## config.mk

```make
export PLATFORM = sky130hd
export DESIGN_NAME = alu_result_capture
export DESIGN_NICKNAME = d
export VERILOG_FILES = /design/src/rtl/alu_result_capture.sv
export SDC_FILE = /design/constraint.sdc
export NUM_CORES = 1
export LEC_CHECK = 0
export CAP_MARGIN = 20
export CORE_MARGIN = 1.5
export CORE_UTILIZATION = 65
export DETAILED_ROUTE_END_ITERATION = 6
export DONT_BUFFER_PORTS = 1
export PLACE_DENSITY = 0.81
export RECOVER_POWER = 100
export SYNTH_ARGS = -nofsm -noshare
export SYNTH_HDL_FRONTEND = slang
export SYNTH_SLANG_ARGS = --single-unit
```

## constraint.sdc

```tcl
create_clock -name clk -period 5.84 [get_ports clk]
set_input_delay 0.876 -clock clk [delete_from_list [all_inputs] [get_ports clk]]
set_output_delay 0.876 -clock clk [all_outputs]
set_load 0.02 [all_outputs]
```

## src/rtl/alu_result_capture.sv

```systemverilog
// -----------------------------------------------------------------------------
// alu_result_capture
//
// Downstream capture stage of the 32-bit datapath ALU. A start request latches
// the op code, waits an op-dependent settle time so the long multiply/divide
// combinational paths can resolve, then registers the ALU result into the Z
// pair (and into architectural HI/LO for multiply/divide). The control unit
// sees busy while the operation is in flight and a one-cycle done pulse once
// the captured values are visible. HI/LO can also be written directly from the
// bus (mthi/mtlo).
//
// Ports:
//   clk        in   1   single clock, rising edge
//   clr        in   1   asynchronous active-low reset, clears all state
//   start      in   1   request capture of the op currently presented
//   op         in   5   ALU op code, sampled only when start is accepted
//   result_hi  in  32   ALU high result
//   result_lo  in  32   ALU low result
//   hi_wr      in   1   load bus_in into hi_reg
//   lo_wr      in   1   load bus_in into lo_reg
//   bus_in     in  32   data for hi_wr/lo_wr
//   busy       out  1   accepted op not yet captured
//   done       out  1   one-cycle pulse after capture
//   z_hi       out 32   captured result_hi
//   z_lo       out 32   captured result_lo
//   hi_reg     out 32   architectural HI
//   lo_reg     out 32   architectural LO
//   z_zero     out  1   captured (result_lo == 0)
//   z_neg      out  1   captured result_lo[31]
// -----------------------------------------------------------------------------
module alu_result_capture #(
    parameter int unsigned MUL_SETTLE = 2,
    parameter int unsigned DIV_SETTLE = 4,
    parameter int unsigned ALU_SETTLE = 0
) (
    input  logic        clk,
    input  logic        clr,
    input  logic        start,
    input  logic [4:0]  op,
    input  logic [31:0] result_hi,
    input  logic [31:0] result_lo,
    input  logic        hi_wr,
    input  logic        lo_wr,
    input  logic [31:0] bus_in,
    output logic        busy,
    output logic        done,
    output logic [31:0] z_hi,
    output logic [31:0] z_lo,
    output logic [31:0] hi_reg,
    output logic [31:0] lo_reg,
    output logic        z_zero,
    output logic        z_neg
);

    localparam logic [4:0] OP_MUL = 5'd15;
    localparam logic [4:0] OP_DIV = 5'd16;

    // The settle counter is 4 bits wide; parameters are limited to 0..15.
    localparam logic [3:0] MUL_N = 4'(MUL_SETTLE);
    localparam logic [3:0] DIV_N = 4'(DIV_SETTLE);
    localparam logic [3:0] ALU_N = 4'(ALU_SETTLE);

    typedef enum logic [1:0] {
        ST_IDLE    = 2'd0,
        ST_SETTLE  = 2'd1,
        ST_CAPTURE = 2'd2,
        ST_DONE    = 2'd3
    } state_t;

    state_t      state_r;
    state_t      state_s;
    logic [3:0]  cnt_r;
    logic [3:0]  cnt_s;
    logic [4:0]  op_q_r;
    logic [4:0]  op_q_s;
    logic [3:0]  settle_n_s;
    logic        busy_r;
    logic        busy_s;
    logic        done_r;
    logic        done_s;
    logic        capture_s;
    logic        cap_hilo_s;

    logic [31:0] z_hi_r;
    logic [31:0] z_lo_r;
    logic [31:0] hi_reg_r;
    logic [31:0] lo_reg_r;
    logic        z_zero_r;
    logic        z_neg_r;

    // Extra wait cycles before capture for a given op code; undefined codes
    // fall into the generic ALU bucket.
    function automatic logic [3:0] settle_cycles(input logic [4:0] op_code);
        logic [3:0] n;
        case (op_code)
            OP_MUL:  n = MUL_N;
            OP_DIV:  n = DIV_N;
            default: n = ALU_N;
        endcase
        return n;
    endfunction

    // Ops whose result also lands in architectural HI/LO.
    function automatic logic is_muldiv(input logic [4:0] op_code);
        return (op_code == OP_MUL) || (op_code == OP_DIV);
    endfunction

    // Next-state, counter and op-latch logic for the capture sequencer.
    always_comb begin
        state_s    = state_r;
        cnt_s      = cnt_r;
        op_q_s     = op_q_r;
        settle_n_s = settle_cycles(op);
        case (state_r)
            ST_IDLE, ST_DONE: begin
                // DONE accepts a new start exactly like IDLE (back-to-back ops).
                if (start) begin
                    op_q_s = op;
                    if (settle_n_s == 4'd0) begin
                        state_s = ST_CAPTURE;
                        cnt_s   = 4'd0;
                    end else begin
                        state_s = ST_SETTLE;
                        cnt_s   = settle_n_s;
                    end
                end else begin
                    state_s = ST_IDLE;
                end
            end
            ST_SETTLE: begin
                cnt_s = cnt_r - 4'd1;
                // <= rather than == so a corrupted zero count cannot wrap and stall.
                if (cnt_r <= 4'd1) begin
                    state_s = ST_CAPTURE;
                end else begin
                    state_s = ST_SETTLE;
                end
            end
            ST_CAPTURE: begin
                state_s = ST_DONE;
            end
            default: begin
                state_s = ST_IDLE;
                cnt_s   = 4'd0;
            end
        endcase
    end

    // Output decode of the next state so busy/done come straight from flops.
    always_comb begin
        busy_s     = (state_s == ST_SETTLE) || (state_s == ST_CAPTURE);
        done_s     = (state_s == ST_DONE);
        capture_s  = (state_r == ST_CAPTURE);
        cap_hilo_s = capture_s && is_muldiv(op_q_r);
    end

    // Sequencer state, settle counter, latched op and handshake flags.
    always_ff @(posedge clk or negedge clr) begin
        if (!clr) begin
            state_r <= ST_IDLE;
            cnt_r   <= 4'd0;
            op_q_r  <= 5'd0;
            busy_r  <= 1'b0;
            done_r  <= 1'b0;
        end else begin
            state_r <= state_s;
            cnt_r   <= cnt_s;
            op_q_r  <= op_q_s;
            busy_r  <= busy_s;
            done_r  <= done_s;
        end
    end

    // Z pair and flags load on the edge leaving CAPTURE.
    always_ff @(posedge clk or negedge clr) begin
        if (!clr) begin
            z_hi_r   <= 32'h0;
            z_lo_r   <= 32'h0;
            z_zero_r <= 1'b0;
            z_neg_r  <= 1'b0;
        end else if (capture_s) begin
            z_hi_r   <= result_hi;
            z_lo_r   <= result_lo;
            z_zero_r <= (result_lo == 32'h0);
            z_neg_r  <= result_lo[31];
        end else begin
            z_hi_r   <= z_hi_r;
            z_lo_r   <= z_lo_r;
            z_zero_r <= z_zero_r;
            z_neg_r  <= z_neg_r;
        end
    end

    // Architectural HI: a mul/div capture overrides a same-edge bus write.
    always_ff @(posedge clk or negedge clr) begin
        if (!clr) begin
            hi_reg_r <= 32'h0;
        end else if (cap_hilo_s) begin
            hi_reg_r <= result_hi;
        end else if (hi_wr) begin
            hi_reg_r <= bus_in;
        end else begin
            hi_reg_r <= hi_reg_r;
        end
    end

    // Architectural LO: same priority as HI.
    always_ff @(posedge clk or negedge clr) begin
        if (!clr) begin
            lo_reg_r <= 32'h0;
        end else if (cap_hilo_s) begin
            lo_reg_r <= result_lo;
        end else if (lo_wr) begin
            lo_reg_r <= bus_in;
        end else begin
            lo_reg_r <= lo_reg_r;
        end
    end

    assign busy   = busy_r;
    assign done   = done_r;
    assign z_hi   = z_hi_r;
    assign z_lo   = z_lo_r;
    assign hi_reg = hi_reg_r;
    assign lo_reg = lo_reg_r;
    assign z_zero = z_zero_r;
    assign z_neg  = z_neg_r;

endmodule

```

==> results of run 1 <==
-- worst paths after layout --
kind                       slack [ns]          start    endpoint  depth (start not counted)
hold / removal                   0.05            clr   hi_reg[8]                          0
hold reg to reg                  0.53      op_q_r[2]   op_q_r[2]                          1
max in group asynchronous        5.54            clr   lo_reg[6]                          0
setup reg to reg                 2.06     state_r[0]  hi_reg[11]                          5
min in group clk                 0.49  result_hi[24]  hi_reg[24]                          1
setup / recovery                 2.06     state_r[0]  hi_reg[11]                          5
-- Yosys cell counts, types with 5 or more instances --
master | number | share of area
o22ai_1 | 5 | 0.0048
ha_1 | 5 | 0.0096
nor4_1 | 6 | 0.0058
o21ai_0 | 7 | 0.0054
dfrtp_1 | 142 | 0.55
nor2_1 | 5 | 0.0029
clkbuf_1 | 13 | 0.0075
buf_6 | 6 | 0.010
inv_1 | 6 | 0.0035
mux2_4 | 60 | 0.14
mux2_2 | 137 | 0.24
-- placed cells by master (no fill, tap or decap), types with 2 or more instances in the layout --
master | netlist | layout
dfrtp_1 | 142 | 142
nand2b_1 | 2 | 2
inv_1 | 6 | 6
clkinv_2 | 0 | 3
mux2_2 | 137 | 137
ha_1 | 5 | 4
nor3_1 | 3 | 3
bufinv_16 | 0 | 2
clkinvlp_4 | 0 | 5
clkbuf_16 | 0 | 16
or4_1 | 3 | 3
mux2_1 | 0 | 59
clkbuf_8 | 0 | 5
nor4_1 | 6 | 6
nor2_1 | 5 | 5
nand4_1 | 4 | 4
o21ai_0 | 7 | 7
a21oi_1 | 3 | 3
o22ai_1 | 5 | 5
nand3_1 | 4 | 4
nand2_1 | 3 | 4
-- where the power goes --
group / switching [mW] / internal, mW / total (mW) / leakage [nW]
logic: 0.310 / 0.476 / 0.786 / 0.909
registers: 0.716 / 1.36 / 2.07 / 1.67
clock network: 0.391 / 0.648 / 1.04 / 0.274
total: 1.42 / 2.48 / 3.90 / 2.85
-- layout make-up --
type	instances	area, sq um
multi-input combinational	252	2580
clock buffer	21	469
tap	133	166
inverter	6	22.5
sequential	142	3550
timing repair buffer	1	5.00
clock inverter	10	113
fill	693	2820
-- worst reg2reg max path: stages (launching register included) --
cell	delay, ns
dfrtp_1	0.38
inv_1	0.12
ha_4	0.75
nand2_1	1.02
clkbuf_2	0.82
mux2_1	0.57
-- metrics by stage --
| stage | total power [mW] | cells | utilization |
|---|---|---|---|
| after floorplan | 2.76 | 425 | - |
| after global placement | 2.90 | 534 | 0.674 |
| after detailed placement | 2.97 | 534 | 0.674 |
| after CTS | 4.02 | 565 | 0.734 |
| after global routing | 4.08 | 565 | 0.710 |
| final | 3.90 | 565 | 0.710 |
-- metal layers --
layer  track usage  share of wire  up-vias
li1              -              -     1525
met1         0.287           0.33     1812
met2         0.451           0.53      196
met3         0.123           0.12       31
met4         0.129          0.022        0
met5             0              0        -
-- logic make-up (layout without fill, tap and decap cells) --
kind of cell,count (synthesis),count (layout),synth area share
and+or+nand+nor,32,32,0.0273
DFF,142,142,0.546
AOI/OAI and AO/OA,17,17,0.0154
buffers and inverters,31,38,0.0255
adders and majority gates,5,5,0.00960
muxes,198,198,0.377
==> results.py, run 1 <==
metrics = {
    "sta": {
        "tns_ns": 0,
        "slew_headroom": 0.194,
        "timing.hold.ws_ns": 0.0469,
        "timing_worst_slew_pin_value_ns": 1.21,
        "timing.final.max_slew_violations": 0,
        "setup_viol": 0,
        "final-hold-violation-count": 0,
        "timing.final.crit_period_ns": 3.78,
        "post_route_worst_setup_slack_ns": 2.06,
        "clock.fmax_mhz": 264,
        "finalCritPeriodShare": 0.647,
        "fin_worst_skew_ns": 0.00530,
        "grt_setup_unrepaired": "no",
    },
    "worst_setup_path": {
        "worst_path_largest_cell_delay_ns": 0.99,
        "path_buf_inv": 2,
        "crit_path_start_kind": "flip-flop",
        "critical_path_class": "flip-flop to flip-flop",
        "critical_path_required_ns": 6.23,
        "critical_path_cell_by_cell": "inv_1 > ha_4 > nand2_1 > clkbuf_2 > mux2_1",
        "crit_path_end_kind": "flip-flop",
        "crit_path_arrival_time_ns": 4.17,
        "worstPathMaxFanout": 70,
        "critical_path.slowest_cell": "nand2_1",
        "family_with_the_most_delay_on_the_worst_path": "simple AND/OR/NAND/NOR gates",
    },
    "finish": {
        "stdcell_area_sq_um": 6910,
        "synthToLayoutAreaGrowth_pct": 6.11,
        "nets": 531,
        "post_route_cells_drive_above_1_share": 0.398,
        "antennaDiodeCount": 0,
    },
    "yosys": {
        "synth_ff_type": "dfrtp_1",
        "count_of_distinct_cell_types_in_the_synthesized_netlist": 26,
        "ys_warn_count": 0,
        "post_synth.cell_area_avg_sq_um": 15.3,
        "post_synth_instance_area_sq_um": 6510,
        "synth_seq_cells": 142,
        "synth_edf_count": 0,
        "syn_nets": 536,
        "synth_cells": 425,
        "synthArstFlopShare": 1.00,
        "ys_seq_area_frac": 0.546,
    },
    "power_and_ir_drop": {
        "vdd_ir_drop_max_mv": 0.277,
        "power.density_cell_area_nw_per_um2": 564,
        "leakage_nw": 2.85,
    },
    "cts": {
        "clkLatencyLatePin_ns": 0.52,
        "htree_num_levels": 4,
        "cts_root_buffer": "clkbuf_8",
        "cts_tree": "built",
        "clk_pin_slew_ns": 0.06,
        "cts_buffers": 17,
        "cts_resized": 0,
        "cts_buffer_depth": 2,
        "cts-hold-fix-buffers": 0,
        "post_cts_setup_inserts": 0,
        "clock_sinks": 142,
    },
    "placed_design": {
        "detailedPlacementHpwl_mm": 9.84,
        "placement.setup.worst_slack_ns": 2.90,
        "place.gp.congestion": 0.789,
        "postPlaceCellArea_sq_um": 6560,
        "port_buffers": 0,
    },
    "run_status": {
        "run_status": "complete, no violations",
    },
    "routing": {
        "detail_route.drc_violations": 0,
        "avgRoutedWirePerCell_um": 25.0,
        "drt_first_pass_iters": 4,
        "first_iter_violations": 57,
        "route.detailed.vias_per_inst": 6.31,
        "via_count": 3564,
        "postRouteAntennaNets": 0,
        "routed_wirelength_mm": 14.1,
    },
    "grt": {
        "wire_length_of_the_first_global_routing_pass_mm": 20.7,
        "gr-usage-all-layers": 0.268,
        "globalRouteOverflowTotal": 0,
        "grt_antenna_before_repair": 0,
        "grt_pass1_vias": 3745,
        "grt_start_max_net_pins": 143,
    },
    "die": {
        "chipWidth_um": 103,
        "die_area_sq_um": 10600,
        "top_level_pins": 238,
        "die_y_um": 103,
        "initial_utilization": 0.669,
        "core_sq_um": 9730,
        "placement_rows": 36,
    },
    "run": {
        "cap_viol_max_count": 0,
    },
    "min_path": {
        "hp-class": "primary input to async pin",
    },
}
Power figures use the tool's default switching activity.
==> run 2, diff against run 1 <==
- CORE_UTILIZATION: 65 -> 63
- PLACE_DENSITY: 0.81 -> 0.79
- clock period: 5.84 -> 3.5 ns (I/O delays scaled with it)
==> run 2 against run 1 <==
Net effect:
- the flow now finishes with violations (negative hold slack)
- highest routed layer unchanged
- clock power increased by 61%
- wire length increased by 0.16%
- largest cell class unchanged
- design area decreased by 0.22%
- via count increased by 0.95%
==> results.py, run 2 (synthesized netlist as in run 1, its figures left out) <==
metrics = {
    "run_status": {
        "run_status": "finished with violations",
        "violated_checks": "negative hold slack",
    },
    "routing": {
        "detail_route.drc_violations": 0,
        "postRouteAntennaNets": 0,
        "first_iter_violations": 122,
        "routed_wirelength_mm": 14.1,
        "via_count": 3598,
        "avgRoutedWirePerCell_um": 24.9,
        "drt_first_pass_iters": 4,
        "route.detailed.vias_per_inst": 6.35,
    },
    "worst_setup_path": {
        "critical_path.slowest_cell": "clkbuf_2",
        "critical_path_class": "flip-flop to flip-flop",
        "worst_path_largest_cell_delay_ns": 1.00,
        "crit_path_arrival_time_ns": 2.88,
        "reg2reg_setup_slack_ns": 1.02,
        "critical_path_cell_by_cell": "inv_1 > ha_4 > clkbuf_2 > mux2_2",
        "family_with_the_most_delay_on_the_worst_path": "buffers and inverters",
        "crit_path_start_kind": "flip-flop",
        "cp_num_cells": 4,
        "path_buf_inv": 2,
        "crit_path_end_kind": "flip-flop",
        "setup.worst_path.end": "z_hi[17]",
        "destination_of_the_worst_register_to_register_timing_path": "z_hi[17]",
        "number_of_cells_traversed_by_the_worst_register_to_register_path": 4,
        "r2r-start": "state_r[0]",
        "crit_path_start": "state_r[0]",
        "critical_path_required_ns": 3.90,
        "worstPathMaxFanout": 45,
    },
    "power_and_ir_drop": {
        "power_report.internal_total_mw": 4.05,
        "power.density_cell_area_nw_per_um2": 935,
        "leakage_nw": 2.85,
        "power_frac_seq": 0.535,
        "power.clock.fraction": 0.259,
        "pwr-share-comb": 0.206,
        "sw_frac_of_total": 0.372,
        "power.net_switching_mw": 2.40,
        "vdd_ir_drop_max_mv": 0.480,
    },
    "die": {
        "die_y_um": 105,
        "die_area_sq_um": 11000,
        "core_sq_um": 9910,
        "placement_rows": 36,
        "top_level_pins": 238,
        "chipWidth_um": 105,
        "initial_utilization": 0.657,
    },
    "placed_design": {
        "port_buffers": 0,
        "detailedPlacementHpwl_mm": 9.70,
        "place.gp.congestion": 0.856,
        "postPlaceCellArea_sq_um": 6570,
    },
    "sta": {
        "grt_setup_unrepaired": "no",
        "setup_viol": 0,
        "tns_ns": 0,
        "fin_worst_skew_ns": 0.00843,
        "timing.hold.ws_ns": -0.298,
        "finalCritPeriodShare": 0.710,
        "timing.final.crit_period_ns": 2.48,
        "timing.final.max_slew_violations": 0,
        "slew_headroom": 0.177,
        "clock.fmax_mhz": 403,
        "timing_worst_slew_pin_value_ns": 1.23,
        "final-hold-violation-count": 142,
    },
    "cts": {
        "cts_buffer_depth": 2,
        "cts_tree": "built",
        "clk_pin_slew_ns": 0.06,
        "clock_sinks": 142,
        "cts_resized": 0,
        "cts_root_buffer": "clkbuf_8",
        "post_cts_setup_inserts": 0,
        "clkLatencyLatePin_ns": 0.52,
        "htree_num_levels": 4,
        "cts_buffers": 17,
    },
    "min_path": {
        "hp-class": "primary input to async pin",
    },
    "run": {
        "cap_viol_max_count": 0,
    },
    "finish": {
        "fillerInstances": 702,
        "postLayoutCoreUtil": 0.696,
        "synthToLayoutAreaGrowth_pct": 5.88,
        "post_route_cells_drive_above_1_share": 0.399,
        "antennaDiodeCount": 0,
        "layout.cells.most_common": "dfrtp_1",
        "final_cell_mix": "142 x dfrtp_1, 137 x mux2_2, 60 x mux2_1",
        "nets": 532,
        "stdcell_area_sq_um": 6900,
    },
    "grt": {
        "grt_pass1_vias": 3889,
        "grt_antenna_before_repair": 0,
        "wire_length_of_the_first_global_routing_pass_mm": 22.0,
        "gr-usage-all-layers": 0.267,
        "grt_start_max_net_pins": 143,
        "globalRouteOverflowTotal": 0,
    },
}
[run 2: worst register-to-register path: cells and delay by family, from the launching register on]
kind | cells | cell delay [ns]
fa+ha+maj | 1 | 0.41
buf+inv | 2 | 1.12
flops | 1 | 0.38
mux | 1 | 0.45
[run 2: power by group through the flow]
stage               logic (mW)  registers, mW  clock network, mW
floorplan                 1.31           3.29                  0
global placement          1.40           3.45                  0
detailed placement        1.47           3.47                  0
CTS                       1.47           3.45               1.70
global route              1.45           3.52               1.78
finish                    1.33           3.45               1.67
[run 2: worst min path at each step]
stage | startpoint | end | slack, ns | depth (start not counted)
6_report | clr | hi_reg[8] | -0.30 | 0
5_1_grt | clr | lo_reg[10] | -0.33 | 0
4_1_cts | clr | hi_reg[25] | -0.32 | 0
3_5_place_dp | clr | hi_reg[8] | 0.23 | 0
3_3_place_gp | clr | lo_reg[7] | 0.23 | 0
2_1_floorplan | clr | busy | 0.23 | 0
[run 2: routing by layer]
metal | part of all wire | routed length, um | global-route usage
met4 | 0.018 | 253 | 0.102
met5 | 0 | 0 | 0
met2 | 0.51 | 7280 | 0.443
met3 | 0.11 | 1510 | 0.122
met1 | 0.36 | 5100 | 0.301
[run 2: cell type report]
cell class	instances	area (sq um)	share of cell area
Clock inverter	12	110	0.0160
Clock buffer	20	445	0.0646
Tap cell	133	166	0.0241
Inverter	6	22.5	0.00327
Sequential cell	142	3550	0.515
Multi-Input combinational cell	252	2590	0.375
Timing Repair Buffer	2	12.5	0.00181
[run 2: through the flow]
step / instances / total power [mW] / hold WS, ns / worst slack, ns
after floorplan: 425 / 4.60 / 0.229 / 1.63
after global placement: 535 / 4.85 / 0.233 / 1.03
after detailed placement: 535 / 4.94 / 0.233 / 0.972
after CTS: 567 / 6.62 / -0.325 / 0.953
after global routing: 567 / 6.75 / -0.335 / 0.862
final: 567 / 6.44 / -0.298 / 1.02
